File: src/rtl/game_timer_ctrl_pkg.sv
// Shared definitions for the round-timer controller: state encodings,
// default counter width and the 6-bit binary-to-BCD helper.
package game_timer_ctrl_pkg;

   localparam int SEC_W_DEF = 6;

   typedef enum logic [2:0] {
      ST_IDLE  = 3'd0,
      ST_ARM   = 3'd1,
      ST_RUN   = 3'd2,
      ST_PAUSE = 3'd3,
      ST_DONE  = 3'd4
   } timer_state_t;

   // Split a 0..63 value into BCD tens (upper nibble) and ones (lower nibble).
   function automatic logic [7:0] bin2bcd(input logic [5:0] bin);
      return {4'(bin / 6'd10), 4'(bin % 6'd10)};
   endfunction

endpackage

File: src/rtl/bin2bcd6.sv
// Registered 6-bit binary to two-digit BCD converter, one cycle of latency.
// The reset value is a parameter so the display comes out of reset
// already showing the value its source register resets to.
module bin2bcd6
   import game_timer_ctrl_pkg::*;
#(
   parameter logic [5:0] RST_BIN = 6'd0
) (
   input  logic       clk,
   input  logic       rst,
   input  logic [5:0] bin,
   output logic [3:0] tens,
   output logic [3:0] ones
);

   logic [7:0] bcd_reg;

   // Register the converted digits; reset shows the converted reset value.
   always_ff @(posedge clk) begin
      if (rst) begin
         bcd_reg <= bin2bcd(RST_BIN);
      end else begin
         bcd_reg <= bin2bcd(bin);
      end
   end

   assign tens = bcd_reg[7:4];
   assign ones = bcd_reg[3:0];

endmodule

File: src/rtl/game_timer_ctrl.sv
// Round-timer controller driving sec_counter enable/clear and turning its
// elapsed-seconds value into remaining time, BCD digits, warn and time-up.
// Optional feature macro: TIMER_PAUSE_EN enables the PAUSED state and the
// pause_toggle input; without it pause_toggle is ignored.
module game_timer_ctrl
   import game_timer_ctrl_pkg::*;
#(
   parameter int GAME_SECONDS = 30,
   parameter int WARN_SECONDS = 5,
   parameter int SEC_W        = SEC_W_DEF
) (
   input  logic             clk,
   input  logic             rst,
   input  logic             start,
   input  logic             pause_toggle,
   input  logic [SEC_W-1:0] sec,
   output logic             cnt_enable,
   output logic             cnt_clear,
   output logic [SEC_W-1:0] remaining,
   output logic [3:0]       rem_tens,
   output logic [3:0]       rem_ones,
   output logic             running,
   output logic             warn,
   output logic             time_up,
   output logic             time_up_pulse
);

   // Comparisons are done one bit wider so GAME_SECONDS - sec never wraps.
   localparam logic [SEC_W:0]   GAME_EXT = (SEC_W+1)'(GAME_SECONDS);
   localparam logic [SEC_W:0]   WARN_EXT = (SEC_W+1)'(WARN_SECONDS);
   localparam logic [SEC_W-1:0] GAME_REM = SEC_W'(GAME_SECONDS);

   logic [SEC_W-1:0] s1_reg, s2_reg, sec_s_reg, sec_s_next;
   logic [SEC_W-1:0] remaining_reg, remaining_next, rem_calc;
   timer_state_t     state_reg, state_next;
   logic             cnt_enable_reg, cnt_clear_reg, running_reg;
   logic             warn_reg, warn_next, time_up_reg, time_up_pulse_reg;
   logic             expired;

`ifndef TIMER_PAUSE_EN
   logic unused_pause;
   assign unused_pause = pause_toggle;
`endif

   // sec comes from the 1 Hz domain: double-register it and accept a new
   // value only once two consecutive samples agree, so short glitches drop.
   always_ff @(posedge clk) begin
      if (rst) begin
         s1_reg    <= '0;
         s2_reg    <= '0;
         sec_s_reg <= '0;
      end else begin
         s1_reg    <= sec;
         s2_reg    <= s1_reg;
         sec_s_reg <= sec_s_next;
      end
   end

   // The FSM looks at the value sec_s is about to take, so state reacts on
   // the same edge that the stable sample is accepted.
   always_comb begin
      sec_s_next = (s1_reg == s2_reg) ? s2_reg : sec_s_reg;
      expired    = ({1'b0, sec_s_next} >= GAME_EXT);
   end

   // Next-state logic; priority is start, then expiry, then pause_toggle.
   always_comb begin
      state_next = state_reg;
      case (state_reg)
         ST_IDLE: begin
            if (start) state_next = ST_ARM;
         end
         ST_ARM: begin
            // Hold the clear until the counter reports zero back to us.
            if (start)                  state_next = ST_ARM;
            else if (sec_s_next == '0)  state_next = ST_RUN;
         end
         ST_RUN: begin
            if (start)             state_next = ST_ARM;
            else if (expired)      state_next = ST_DONE;
`ifdef TIMER_PAUSE_EN
            else if (pause_toggle) state_next = ST_PAUSE;
`endif
         end
`ifdef TIMER_PAUSE_EN
         ST_PAUSE: begin
            if (start)             state_next = ST_ARM;
            else if (pause_toggle) state_next = ST_RUN;
         end
`endif
         ST_DONE: begin
            if (start) state_next = ST_ARM;
         end
         default: state_next = ST_IDLE;
      endcase
   end

   // Remaining time from the accepted sample, overridden by state:
   // full round in IDLE, zero in DONE, frozen while paused.
   always_comb begin
      rem_calc = ({1'b0, sec_s_reg} >= GAME_EXT) ? '0
               : SEC_W'(GAME_EXT - {1'b0, sec_s_reg});
      case (state_reg)
         ST_IDLE:  remaining_next = GAME_REM;
         ST_DONE:  remaining_next = '0;
`ifdef TIMER_PAUSE_EN
         ST_PAUSE: remaining_next = remaining_reg;
`endif
         default:  remaining_next = rem_calc;
      endcase
      warn_next = ((state_next == ST_RUN) || (state_next == ST_PAUSE)) &&
                  (remaining_next != '0) &&
                  ({1'b0, remaining_next} <= WARN_EXT);
   end

   // State register plus registered outputs decoded from the next state.
   always_ff @(posedge clk) begin
      if (rst) begin
         state_reg         <= ST_IDLE;
         cnt_clear_reg     <= 1'b1;
         cnt_enable_reg    <= 1'b0;
         running_reg       <= 1'b0;
         time_up_reg       <= 1'b0;
         time_up_pulse_reg <= 1'b0;
         remaining_reg     <= GAME_REM;
         warn_reg          <= 1'b0;
      end else begin
         state_reg         <= state_next;
         cnt_clear_reg     <= (state_next == ST_IDLE) || (state_next == ST_ARM);
         cnt_enable_reg    <= (state_next == ST_RUN);
         running_reg       <= (state_next == ST_RUN);
         time_up_reg       <= (state_next == ST_DONE);
         time_up_pulse_reg <= (state_next == ST_DONE) && (state_reg != ST_DONE);
         remaining_reg     <= remaining_next;
         warn_reg          <= warn_next;
      end
   end

   bin2bcd6 #(
      .RST_BIN (6'(GAME_SECONDS))
   ) u_bcd (
      .clk  (clk),
      .rst  (rst),
      .bin  (remaining_reg),
      .tens (rem_tens),
      .ones (rem_ones)
   );

   assign cnt_enable    = cnt_enable_reg;
   assign cnt_clear     = cnt_clear_reg;
   assign remaining     = remaining_reg;
   assign running       = running_reg;
   assign warn          = warn_reg;
   assign time_up       = time_up_reg;
   assign time_up_pulse = time_up_pulse_reg;

endmodule

File: config.mk
export PLATFORM = sky130hd
export DESIGN_NAME = game_timer_ctrl
export DESIGN_NICKNAME = d
export VERILOG_FILES = /design/src/rtl/game_timer_ctrl_pkg.sv /design/src/rtl/bin2bcd6.sv /design/src/rtl/game_timer_ctrl.sv
export SDC_FILE = /design/constraint.sdc
export NUM_CORES = 1
export LEC_CHECK = 0
export CAP_MARGIN = 30
export CELL_PAD_IN_SITES_DETAIL_PLACEMENT = 1
export CELL_PAD_IN_SITES_GLOBAL_PLACEMENT = 1
export CORE_MARGIN = 3
export CORE_UTILIZATION = 39
export CTS_BUF_LIST = sky130_fd_sc_hd__clkbuf_4 sky130_fd_sc_hd__clkbuf_8 sky130_fd_sc_hd__clkbuf_16
export CTS_CLUSTER_SIZE = 8
export DETAILED_ROUTE_END_ITERATION = 8
export PLACE_DENSITY_LB_ADDON = 0.1
export SKIP_LAST_GASP = 1
export SLEW_MARGIN = 20
export SYNTH_ARGS = -nofsm -noshare
export SYNTH_HDL_FRONTEND = slang
export SYNTH_SLANG_ARGS = --single-unit
export TNS_END_PERCENT = 10
File: constraint.sdc
create_clock -name clk -period 2.6 [get_ports clk]
set_clock_uncertainty 0.05 [all_clocks]
set_input_delay 0.39 -clock clk [delete_from_list [all_inputs] [get_ports clk]]
set_output_delay 0.39 -clock clk [all_outputs]
set_load 0.03 [all_outputs]
# After elaboration in Yosys (flattened, before gate mapping)
# Cells that the tools add are included.
# totals
regBits	40
inputBits	10
out_inout_bits	20
elab_cells	45
# classes
add_sub_neg	1
n_div	2
magnitude_cmp	3
eq_ne	9
mux	9
reduce_logical	10
# ops
cell	count
$mux W3	5
$ge A6 B5 Y1 const B	2
$mux W6	2
$pmux W6 S2	1
$eq A3 B2 Y1 const B	3
$pmux W3 S3	1
$div A6 B4 Y6 const B	1
$eq A3 B1 Y1 const B	2
$eq A3 B3 Y1 const B	2
$eq A6 B6 Y1	1
$le A6 B3 Y1 const B	1
$logic_not A3 Y1	2
$logic_not A6 Y1	1
$mod A6 B4 Y6 const B	1
$reduce_bool A6 Y1	1
$sub A5 B6 Y6 const A	1
$logic_and A1 B1 Y1	3
$ne A3 B3 Y1 const B	1
$logic_or A1 B1 Y1	2
$reduce_or A2 Y1	1

# Logic depth before layout (Yosys ltp)
# Gate-level depths: netlist (run 1).
# depth
ltp_word	10
ltp_mapped	11
ltp_nobuf	10

# Hierarchy
# Synthesis (run 1) repeated with hierarchy kept, for this count alone.
# unflattened
hier_cells	210
area_unflattened_um2	1826.8
# modules_own_cells
mod	instances	cells_each	area_per_inst_um2	seq_area_each_um2
game_timer_ctrl	1	146	1333.8	640.6
bin2bcd6	1	64	493.0	140.1

# Least setup slack after synthesis (run 1)
# Ideal clock, no wire load.
# synth_timing
path_kind	register to register
startpoint	register remaining_reg[2], in the netlist remaining[2]
endpoint	register u_bcd.bcd_reg[3]
setup_ns	0.074
arrival_time_ns	1.985
required_ns	2.476
path_slack_ns	0.491
path_stages_with_launch	12
path_buffers	2
period_less_slack_ns	2.109
cell_sequence	dfxtp_1 -> clkbuf_1 -> buf_2 -> a22oi_1 -> nand2_1 -> o21ai_0 -> ha_1 -> nor3b_1 -> o21ai_0 -> o41ai_1 -> nand2_1 -> a31oi_1
# synth_via
elab_chain_cells	1
# synth_lines
element	line	rtl
start, declared	game_timer_ctrl.sv:34	logic [SEC_W-1:0] remaining_reg, remaining_next, rem_calc;
start signal, assigned	game_timer_ctrl.sv:134	remaining_reg <= remaining_next;
$mod A6 B4 Y6	game_timer_ctrl_pkg.sv:17	return {4'(bin / 6'd10), 4'(bin % 6'd10)};
end signal, assigned	bin2bcd6.sv:21	bcd_reg <= bin2bcd(RST_BIN);
end signal, assigned	bin2bcd6.sv:23	bcd_reg <= bin2bcd(bin);
end, declared	bin2bcd6.sv:16	logic [7:0] bcd_reg;
# No other way between the ends.
# A chain may end at the register's enable or synchronous reset.

# Worst setup path in the final report (run 1)
# Ends and elaborated chain as after synthesis.

==> results.toml, run 1 <==
[final_layout]
drive_above_1_share = 0.0622
nets = 237
layout_common_cells = "dfxtp_1 (39), clkdlybuf4s50_1 (27), nor2_1 (25), nor2b_1 (19)"
stdcell_area_mm2 = 0.00219
utilization = 0.497
largest_reg_flops = 7
antenna_cells = 0
final_common_cell = "dfxtp_1"
syn2layout_area_growth_pct = 21.6
fillers = 511
fin_cells = 277

[placement]
hpwlAfterDp_um = 3120
io_buffer_count = 27
preCtsSetupSlack_ps = 396
placed_area_mm2 = 0.00211
dpl.cell_count = 269
place.gp.congestion = 0.892

[floorplan]
num_rows = 24
die_height_um = 74.0
start_util = 0.409
dieArea_mm2 = 0.00548
pin_count = 30
core_mm2 = 0.00441
die_x_um = 74.0

[power]
vdd_drop_max_v = 0.000346
power_density_mw_per_mm2 = 565
p_total_mw = 1.24
leakage_nw = 0.821

[synthesis]
synth_edf_count = 0
muxShareOfSynthArea = 0.0562
synth_cells = 198
synth_xor_area_frac = 0.0534
syn-num-nets = 211
synth.ff_latch_count = 39
synthArstFlopShare = 0
synth_top_family_by_area = "simple AND/OR/NAND/NOR gates"
ys.flop_type = "dfxtp_1"
synth_cell_types = 49
ys_top_cells_by_area = "dfxtp_1 (43%), nor2b_1 (6.6%), nor2_1 (5.2%)"
synth_compound_area_frac = 0.144
synth_adder_area_share = 0.0319
yosys.area.top_type_share = 0.433
yosysSeqAreaShare = 0.433
ys_warn_count = 0
syn_area_mm2 = 0.00180
synth-simple-area-share = 0.236
synth_area_per_cell_um2 = 9.11
synth_top_area_cell = "dfxtp_1"

[setup_path]
arrival_ps = 2370
crit_family = "flip-flops"
cp_num_cells = 10
ff2ff_setup_slack_ps = 350
worstPathCellList = "nor2_1 > a22oi_1 > nand2_1 > o21ai_0 > ha_1 > nor3b_1 > o21ai_0 > o41ai_1 > nand2_1 > a31oi_1"
slowest_stage = "dfxtp_1"
worstSetupStartpointType = "flop"
cp-end-kind = "flop"
required_ps = 2720
r2r-start = "remaining[2]"
critPathBufInv = 0
critPathMaxStageDelay_ps = 730
reg2reg_to = "u_bcd.bcd_reg[3]"
worstSetupEndpoint = "u_bcd.bcd_reg[3]"
critPathMaxFanout = 19
startpoint = "remaining[2]"
crit_type = "reg2reg"
rr_worst_depth = 10

[timing]
maxSlewHeadroom = 0.576
setup_slack_ps = 352
final-max-slew-violation-count = 0
fmax_mhz = 445
worstMarginPinSlew_ps = 636
setup_violations = 0
rsz0062_at_grt = "no"
final_hold_viol_count = 0
hold_ws_ps = 430
fin_tns_setup_ps = 0
fin_crit_sh = 0.865
period_needed_ps = 2250

[cts]
ctsLongestPathBuffers = 2
cts_resized = 0
cts_buffers = 5
cts-root-buf = "clkbuf_8"
cts.sinks = 39
post_cts_buffers = 0
htree_levels = 2
cts_tree = "built"
cts.hold.buffers_added = 0
clock_latency_ps = 290
clk_pin_slew_worst_paths_ps = 70

[detailed_routing]
drc = 0
ant_nets = 0
wl_um = 4140
viasPerCell = 5.41
initialDrtViolationCount = 41
vias = 1498
drtPass1Iterations = 4
wl_per_cell_um = 14.9

[global_route]
grt_usage = 0.166
grt_pass1_wl_um = 6930
grt_max_degree = 25
grt_pass1_vias = 1488
grt_overflow_total = 0
antenna_found_initial = 0

[status]
status = "complete, no violations"

[min_path]
hp-class = "reg2reg"

[run]
drv_cap = 0
==> logic make-up after synthesis <==
family,Yosys count
DFF,39
xor gates and xnor gates,11
AOI/OAI and AO/OA,36
adders and majority gates,5
muxes,10
other,1
buffers and inverters,16
and+or+nand+nor,80
==> cell type report <==
type,count,area [um2],share of cell area
sequential,39,781,0.356
multi-input combinational,143,945,0.430
clock buffer,6,76.3,0.0348
clock inverter,2,12.5,0.00570
timing repair buffer,31,300,0.137
inverter,4,15.0,0.00684
tap,52,65.1,0.0296
==> report_power, final <==
part / switching (mW) / total (mW) / internal, mW / leakage [nW]
logic: 0.101 / 0.188 / 0.0874 / 0.458
clock network: 0.202 / 0.400 / 0.198 / 0.0446
registers: 0.0303 / 0.653 / 0.622 / 0.319
==> worst min-delay path by stage <==
stage	startpoint	to	depth (start not counted)	slack, ps
after global routing	s1_reg[2]	s2_reg[2]	1	450
after floorplan	s1_reg[0]	s2_reg[0]	1	410
final	s1_reg[2]	s2_reg[2]	1	430
after global placement	remaining[0]	u_bcd.bcd_reg[0]	1	390
after detailed placement	s1_reg[4]	s2_reg[4]	1	420
after CTS	s1_reg[2]	s2_reg[2]	1	430
==> metal layers <==
| layer | vias up | track usage | wire, um |
|---|---|---|---|
| li1 | 738 | - | - |
| met1 | 730 | 0.191 | 1730 |
| met2 | 24 | 0.296 | 2200 |
| met3 | 6 | 0.0365 | 147 |
| met4 | 0 | 0.0644 | 63 |
| met5 | - | 0 | 0 |
==> cells in the mapped netlist (4+ instances only) <==
library cell	instances
clkbuf_1	6
nand2b_1	5
nor3_1	4
mux2i_1	9
xor2_1	4
nand2_1	7
o21ai_0	9
inv_1	4
nor2_1	25
nor2b_1	19
xnor2_1	7
dfxtp_1	39
==> worst reg2reg max path: stages, from the launching register on <==
cell and delay, ps:
dfxtp_1 730, nor2_1 180, a22oi_1 180, nand2_1 70, o21ai_0 100, ha_1 290
nor3b_1 70, o21ai_0 180, o41ai_1 110, nand2_1 100, a31oi_1 80
Power figures use the tool's default switching activity.
==> run 2, diff against run 1 <==
--- a/config.mk
+++ b/config.mk
@@ -10,7 +10,6 @@
 export CELL_PAD_IN_SITES_GLOBAL_PLACEMENT = 1
 export CORE_MARGIN = 3
 export CORE_UTILIZATION = 39
-export CTS_BUF_LIST = sky130_fd_sc_hd__clkbuf_4 sky130_fd_sc_hd__clkbuf_8 sky130_fd_sc_hd__clkbuf_16
 export CTS_CLUSTER_SIZE = 8
 export DETAILED_ROUTE_END_ITERATION = 8
 export PLACE_DENSITY_LB_ADDON = 0.1
==> run 2 against run 1 <==
  * Non-clock buffer count did not move
  * Clock power decreased by 3%
  * Hold slack is essentially flat
  * Clock-buffer cell count is the same
  * Worst setup slack got worse by 1.1 ps
  * Die area stayed put
  * Via count up 0.47%
  * Core utilization fell by 0.085 points
  * Register-to-register slack hardly changed
  * First-iteration DRC count did not move
  * Final cell count stayed put
  * Critical endpoint unchanged
  * Largest power group unchanged
==> results.toml, run 2 (synthesized netlist as in run 1, its figures left out) <==
[cts]
cts_resized = 0
clock_latency_ps = 290
cts.sinks = 39
ctsLongestPathBuffers = 2
post_cts_buffers = 0
cts.hold.buffers_added = 0
cts_tree = "built"
cts_buffers = 5
cts-root-buf = "clkbuf_8"
clk_pin_slew_worst_paths_ps = 70
htree_levels = 2

[min_path]
hp-class = "reg2reg"

[setup_path]
cp-end-kind = "flop"
critPathMaxStageDelay_ps = 730
worstPathCellList = "nor2_1 > a22oi_1 > nand2_1 > o21ai_0 > ha_1 > nor3b_1 > o21ai_0 > o41ai_1 > nand2_1 > a31oi_1"
slowest_stage = "dfxtp_1"
required_ps = 2720
crit_family = "flip-flops"
worstSetupStartpointType = "flop"
critPathBufInv = 0
arrival_ps = 2370
critPathMaxFanout = 19
crit_type = "reg2reg"

[detailed_routing]
initialDrtViolationCount = 41
drtPass1Iterations = 4
viasPerCell = 5.43
ant_nets = 0
wl_um = 4140
wl_per_cell_um = 14.9
drc = 0
vias = 1505

[floorplan]
start_util = 0.409
die_height_um = 74.0
pin_count = 30
num_rows = 24
core_mm2 = 0.00441
dieArea_mm2 = 0.00548
die_x_um = 74.0

[power]
power_density_mw_per_mm2 = 561
vdd_drop_max_v = 0.000346
leakage_nw = 0.818

[placement]
io_buffer_count = 27
place.gp.congestion = 0.892
preCtsSetupSlack_ps = 396
hpwlAfterDp_um = 3120

[timing]
period_needed_ps = 2250
rsz0062_at_grt = "no"
fin_crit_sh = 0.865
worstMarginPinSlew_ps = 639
hold_ws_ps = 430
final-max-slew-violation-count = 0
setup_violations = 0
final_hold_viol_count = 0
fin_tns_setup_ps = 0
maxSlewHeadroom = 0.573
setup_slack_ps = 351
fmax_mhz = 445

[final_layout]
antenna_cells = 0
drive_above_1_share = 0.0578
utilization = 0.496
final_common_cell = "dfxtp_1"
largest_reg_flops = 7
nets = 237
layout_common_cells = "dfxtp_1 (39), clkdlybuf4s50_1 (27), nor2_1 (25), nor2b_1 (19)"
syn2layout_area_growth_pct = 21.4

[status]
status = "complete, no violations"

[global_route]
grt_overflow_total = 0
grt_pass1_vias = 1491
grt_pass1_wl_um = 6930
antenna_found_initial = 0
grt_usage = 0.166
grt_max_degree = 25

[run]
drv_cap = 0
## run 2: final timing paths
kind | from | endpoint | slack, ps | cells past startpoint
worst max-delay path | remaining[2] | u_bcd.bcd_reg[3] | 350 | 10
worst min-delay path | s1_reg[2] | s2_reg[2] | 430 | 1
worst max register to register | remaining[2] | u_bcd.bcd_reg[3] | 350 | 10
worst min register to register | s1_reg[2] | s2_reg[2] | 430 | 1
## run 2: stage by stage
| step | total power, mW | cells | area (um2) |
|---|---|---|---|
| floorplan | 0.789 | 198 | 1800 |
| global placement | 0.848 | 269 | 2110 |
| detailed placement | 0.857 | 269 | 2110 |
| CTS | 1.25 | 277 | 2190 |
| global route | 1.30 | 277 | 2190 |
| finish | 1.23 | 277 | 2190 |
## run 2: power breakdown
part | switching, mW | internal (mW)
sequential | 0.0303 | 0.622
clock | 0.202 | 0.187
combinational | 0.101 | 0.0874
total | 0.333 | 0.897
## run 2: area by class of cell
| class | count | area [um2] |
|---|---|---|
| fillers | 510 | 2220 |
| clock buffers | 6 | 72.6 |
| inverters | 4 | 15.0 |
| multi-input cells | 143 | 945 |
| flip-flops and latches | 39 | 781 |
| repair buffers | 31 | 300 |
| clock inverters | 2 | 12.5 |
| well taps | 52 | 65.1 |
## run 2: layer usage
metal	up-vias	routed length [um]	global-route usage
li1	738	-	-
met1	737	1710	0.192
met2	24	2220	0.296
met3	6	147	0.0365
met4	0	63	0.0644
met5	-	0	0
